<file path="src/rtl/shift_pkg.sv">
// Shared types for the shift units: op encoding, engine FSM states and op decode.
// Latency: n/a (types and a pure function only).
// Backpressure: n/a.
package shift_pkg;

    localparam int SH_WIDTH = 8;

    typedef enum logic [2:0] {
        SH_LSR,
        SH_LSL,
        SH_ASR,
        SH_ROR,
        SH_ROL
    } shift_op_t;

    typedef enum logic [1:0] {
        S_IDLE,
        S_SHIFT,
        S_DONE
    } state_t;

    // Rotate dominates arithmetic. A left arithmetic shift is the same as a
    // logical left, so ar is only honoured for right shifts.
    function automatic shift_op_t decode_op(input logic lr, input logic ar, input logic rot);
        shift_op_t op;
        if (rot)
            op = lr ? SH_ROL : SH_ROR;
        else if (lr)
            op = SH_LSL;
        else if (ar)
            op = SH_ASR;
        else
            op = SH_LSR;
        return op;
    endfunction

endpackage

</file>
<file path="src/rtl/shift_step.sv">
// Moves the operand one bit position according to op (logical/arith/rotate, left/right).
// Latency: combinational.
// Backpressure: none; pure function of its inputs.
// Ports: d = operand in, op = shift_op_t operation, q = operand moved one position.
module shift_step
    import shift_pkg::*;
#(
    parameter int WIDTH = SH_WIDTH
) (
    input  logic [WIDTH-1:0] d,
    input  shift_op_t        op,
    output logic [WIDTH-1:0] q
);

    always_comb begin
        q = d;
        case (op)
            SH_LSR:  q = {1'b0, d[WIDTH-1:1]};
            SH_LSL:  q = {d[WIDTH-2:0], 1'b0};
            SH_ASR:  q = {d[WIDTH-1], d[WIDTH-1:1]};
            SH_ROR:  q = {d[0], d[WIDTH-1:1]};
            SH_ROL:  q = {d[WIDTH-2:0], d[WIDTH-1]};
            default: q = d;
        endcase
    end

endmodule

</file>
<file path="src/rtl/seq_shift_engine.sv">
// Multi-cycle shift/rotate engine: one operand per request, one bit position per clock
// (two per clock while >=2 remain when SEQ_SHIFT_ENGINE_FAST_EN is defined).
// Latency: accept -> out_valid = cnt+1 cycles (fast build: ceil(cnt/2)+1); result held until out_ready.
// Ports: clk, rst (sync, active-high); in_valid/in_ready + i, n, lr, ar, rot request side;
// out_valid/out_ready + o result side; busy high while an op is in SHIFT or DONE.
module seq_shift_engine
    import shift_pkg::*;
#(
    parameter int WIDTH = SH_WIDTH,
    parameter int CNT_W = 4
) (
    input  logic             clk,
    input  logic             rst,
    input  logic             in_valid,
    output logic             in_ready,
    input  logic [WIDTH-1:0] i,
    input  logic [CNT_W-1:0] n,
    input  logic             lr,
    input  logic             ar,
    input  logic             rot,
    output logic             out_valid,
    input  logic             out_ready,
    output logic [WIDTH-1:0] o,
    output logic             busy
);

    localparam logic [CNT_W-1:0] W_CNT = CNT_W'(WIDTH);

    state_t           state, state_nxt;
    shift_op_t        op_q;
    logic [WIDTH-1:0] data_q;
    logic [CNT_W-1:0] cnt_q;
    logic [CNT_W-1:0] iter;
    logic [CNT_W-1:0] cnt_nxt;
    logic [WIDTH-1:0] data_nxt;
    logic [WIDTH-1:0] step1;
    logic             accept;

    // Logical/arith shifts saturate: after WIDTH steps the result no longer changes.
    assign iter = rot ? (n % W_CNT) : ((n > W_CNT) ? W_CNT : n);

    shift_step #(.WIDTH(WIDTH)) u_step1 (.d(data_q), .op(op_q), .q(step1));

`ifdef SEQ_SHIFT_ENGINE_FAST_EN
    logic [WIDTH-1:0] step2;
    shift_step #(.WIDTH(WIDTH)) u_step2 (.d(step1), .op(op_q), .q(step2));

    always_comb begin
        if (cnt_q >= CNT_W'(2)) begin
            data_nxt = step2;
            cnt_nxt  = cnt_q - CNT_W'(2);
        end else begin
            data_nxt = step1;
            cnt_nxt  = cnt_q - CNT_W'(1);
        end
    end
`else
    assign data_nxt = step1;
    assign cnt_nxt  = cnt_q - CNT_W'(1);
`endif

    always_ff @(posedge clk) begin
        if (rst)
            state <= S_IDLE;
        else
            state <= state_nxt;
    end

    always_comb begin
        state_nxt = state;
        in_ready  = 1'b0;
        out_valid = 1'b0;
        busy      = 1'b0;
        accept    = 1'b0;
        case (state)
            S_IDLE: begin
                in_ready = 1'b1;
                if (in_valid) begin
                    accept    = 1'b1;
                    state_nxt = (iter == '0) ? S_DONE : S_SHIFT;
                end
            end
            S_SHIFT: begin
                busy = 1'b1;
                if (cnt_nxt == '0)
                    state_nxt = S_DONE;
            end
            S_DONE: begin
                busy      = 1'b1;
                out_valid = 1'b1;
                if (out_ready)
                    state_nxt = S_IDLE;
            end
            default: state_nxt = S_IDLE;
        endcase
    end

    // Operand and op are captured on accept only, so inputs changing while the
    // engine is busy cannot disturb the operation in flight.
    always_ff @(posedge clk) begin
        if (rst) begin
            data_q <= '0;
            op_q   <= SH_LSR;
            cnt_q  <= '0;
        end else if (accept) begin
            data_q <= i;
            op_q   <= decode_op(lr, ar, rot);
            cnt_q  <= iter;
        end else if (state == S_SHIFT) begin
            data_q <= data_nxt;
            cnt_q  <= cnt_nxt;
        end
    end

    assign o = data_q;

endmodule
</file>
<file path="config.mk">
export PLATFORM = sky130hd
export DESIGN_NAME = seq_shift_engine
export DESIGN_NICKNAME = d
export VERILOG_FILES = /design/src/rtl/shift_pkg.sv /design/src/rtl/shift_step.sv /design/src/rtl/seq_shift_engine.sv
export SDC_FILE = /design/constraint.sdc
export NUM_CORES = 1
export LEC_CHECK = 0
export ABC_AREA = 0
export CAP_MARGIN = 20
export CORE_UTILIZATION = 45
export CTS_CLUSTER_SIZE = 8
export DETAILED_ROUTE_END_ITERATION = 16
export PLACE_DENSITY_LB_ADDON = 0.2
export SYNTH_ARGS = -nofsm -noshare
export SYNTH_HDL_FRONTEND = slang
export SYNTH_SLANG_ARGS = --single-unit
</file>
<file path="constraint.sdc">
create_clock -name clk -period 1.65 [get_ports clk]
set_input_delay 0.4125 -clock clk [delete_from_list [all_inputs] [get_ports clk]]
set_output_delay 0.4125 -clock clk [all_outputs]
set_load 0.03 [all_outputs]
</file>
==> key figures <==
Outcome
  • Outcome: finished clean

Placement
  • Placement Cell Area: 1486 sq um
  • DP Wirelength: 2162 um
  • Placer Congestion: 0.8212
  • Count of input and output buffers: 29

STA
  • Least-Margin Pin Slew: 0.4150 ns
  • Final Hold Fails: 0
  • Max Clock Skew: 0.001472 ns
  • Fin crit share: 0.9621
  • Fmax: 0.6299 GHz
  • RSZ-0062 raised after global routing: false
  • Setup TNS: 0 ns
  • Slew HR: 0.7229
  • Slew Limit Fails: 0
  • Final setup violating endpoints: 0
  • Tmin final: 1.587 ns

Final layout
  • Finished Cell Area: 1518 sq um
  • Layout area overhead: 38.00%
  • Register area: 345.3 sq um
  • Nets: 197
  • Multi-input logic area: 690.7 sq um
  • # diodes: 0
  • FILL cells: 200
  • Layout cell share with drive strength beyond 1: 0.1696
  • Fin util: 0.6731

Clock network
  • Setup bufs post-CTS: 0
  • H-tree levels: 1
  • CTS clock-pin slew for the worst setup and hold paths: 0.09 ns
  • Root Buffer: clkbuf_4
  • Clock sinks: 17
  • Total CTS buffers: 3
  • Buffer depth of the longest clock path: 2
  • Clock Latency Late Sink: 0.29 ns
  • TritonCTS clock tree: done

Floorplan
  • IO Count: 30
  • Core area: 2255 sq um
  • Die Y: 51.44 um
  • Initial cell density of the core: 0.4878
  • Die X: 51.44 um
  • # rows: 17
  • Die area: 2646 sq um

Yosys
  • Area share of the largest cell type after synthesis: 0.3094
  • Sequential area share after synthesis: 0.3094
  • EDFF count, synth: 0
  • Ranking of synthesized cells by area: dfxtp_1, a211oi_1, ha_1
  • Synth Flop Type: dfxtp_1
  • Synthesis Warnings: 0
  • Number of synthesized register bits: 17
  • Synth cell types: 39
  • Mapped cell area: 1100 sq um
  • Syn nets: 158
  • Post-Syn Instances: 133
  • Leading area contributor after synthesis: dfxtp_1
  • Ys async rst share: 0
  • Post-Syn Area per Cell: 8.269 sq um

Global route
  • Antenna violations before repair: 0
  • Overflow after GRT: 0
  • Vias in the first global route: 1,082
  • First-pass GRT wire length: 4767 um
  • Largest net degree at the start of global routing: 23
  • Total GRT Usage: 0.2446

Setup path
  • Setup CP Type: reg -> out
  • CP Capture Type: output port
  • Startpoint Class: register
  • CP required: 1.24 ns
  • Crit path DAT: 1.17 ns
  • Critical Path Fanout Max: 3

Route
  • DRC errors left: 0
  • Via density per instance: 5.784
  • First-pass iteration count of the detailed router: 4
  • Drt wl/cell: 13.99 um
  • Total wire length: 2784 um
  • Vias: 1,151
  • Antenna Violating Nets Remaining: 0
  • Iteration-0 DRC Markers: 30

Pwr
  • Pwr Total: 2.410 mW
  • PD cells: 1588 nW/um^2
  • Internal: 1.303 mW
  • Max VDD drop: 0.9841 mV
  • Clock share of power: 0.094
  • Flop pwr share: 0.298
  • Logic gate share of total power: 0.608
  • Switching pwr: 1.106 mW
  • P_leak: 0.6230 nW
  • Switching Fraction: 0.4592

Worst hold path
  • Hold Crit Class: reg -> reg

Flow run
  • Max-cap violations: 0
## power by group through the flow
stage / combinational, mW / clock [mW] / sequential [mW]
global route: 1.59 / 0.250 / 0.745
floorplan: 0.870 / 0 / 0.814
finish: 1.46 / 0.226 / 0.719
global placement: 1.45 / 0 / 0.713
CTS: 1.44 / 0.234 / 0.710
detailed placement: 1.48 / 0 / 0.722
## final timing paths
kind | depth (start not counted) | slack (ns) | to | startpoint
max | 3 | 0.06 | busy | state[0]
max reg2reg | 4 | 0.11 | state[0] | cnt_q[3]
min | 2 | 0.53 | o[4] | o[4]
min reg2reg | 2 | 0.53 | o[4] | o[4]
## registers in the layout, summed over array words and instances (netlist names)
register,cells
state,2
op_q,3
o,8
cnt_q,4
## cell families (layout without fill, tap and decap cells)
logic type                 Yosys count  in the layout  share of synthesized area
and+or+nand+nor                     41             41                     0.1889
buffers and inverters               17             55                    0.07394
AOI/OAI and AO/OA                   46             46                     0.3026
DFF                                 17             17                     0.3094
muxes                                1              1                   0.009102
adders and majority gates            7              7                    0.07736
xor gates and xnor gates             4              4                    0.03869
## synthesized netlist by cell type, types with 2 or more instances
| library cell | n |
|---|---|
| dfxtp_1 | 17 |
| nor2_1 | 15 |
| a211oi_1 | 10 |
| a21oi_1 | 10 |
| inv_1 | 8 |
| nand2_1 | 7 |
| ha_1 | 6 |
| nand3b_1 | 6 |
| o21a_1 | 6 |
| o41ai_1 | 6 |
| clkbuf_1 | 4 |
| and2_1 | 3 |
| o21ai_0 | 3 |
| a22oi_1 | 2 |
| buf_2 | 2 |
| buf_4 | 2 |
| nand3_1 | 2 |
| nor3_1 | 2 |
| xor2_1 | 2 |
## cells in the final DEF (no fill, tap or decap), types with 2 or more instances in the layout
cell type        instances
dlygate4sd2_1            8
xor2_1                   2
dfxtp_1                 13
nand3_1                  2
a211oi_1                10
clkbuf_4                 3
and2_1                   2
inv_1                    8
a22oi_1                  2
ha_1                     5
o21a_1                   6
clkdlybuf4s50_1         18
o21ai_0                  3
nand2_1                  7
buf_4                   16
a21oi_1                 10
o41ai_1                  5
nand3b_1                 6
nor3_1                   2
dfxtp_2                  4
nor2_1                  15
## metrics by stage
stage	hold slack (ns)	worst slack (ns)	std cells
3_5_place_dp	0.5207	-0.1721	195
2_1_floorplan	0.4973	0.03661	133
6_report	0.5289	0.06250	199
3_3_place_gp	0.5014	-0.09591	195
5_1_grt	0.5598	0.004266	199
4_1_cts	0.5361	0.03001	199
## cell type report
type,count,area share
timing repair buffer,43,0.2572
tap,28,0.02308
multi-input combinational,99,0.4551
clock buffer,4,0.01731
inverter,8,0.01979
sequential,17,0.2275
## what timing repair did
action,CTS,global route
pin swaps,0,2
setup endpoints to repair,8,10
gates resized for setup,8,6
endpoints found under the hold margin,0,0
hold buffers,0,0
## layer usage
metal | global-route usage | up-vias | routed length [um]
li1 | - | 563 | -
met1 | 0.2966 | 556 | 1222
met2 | 0.4199 | 28 | 1377
met3 | 0.05357 | 4 | 148
met4 | 0.08559 | 0 | 36
met5 | 0 | - | 0
## worst max-delay path, stage by stage (launching register included)
cell and delay (ns):
dfxtp_2 0.33, inv_1 0.11, ha_2 0.28, buf_4 0.16
(Power assumes the default switching activity.)
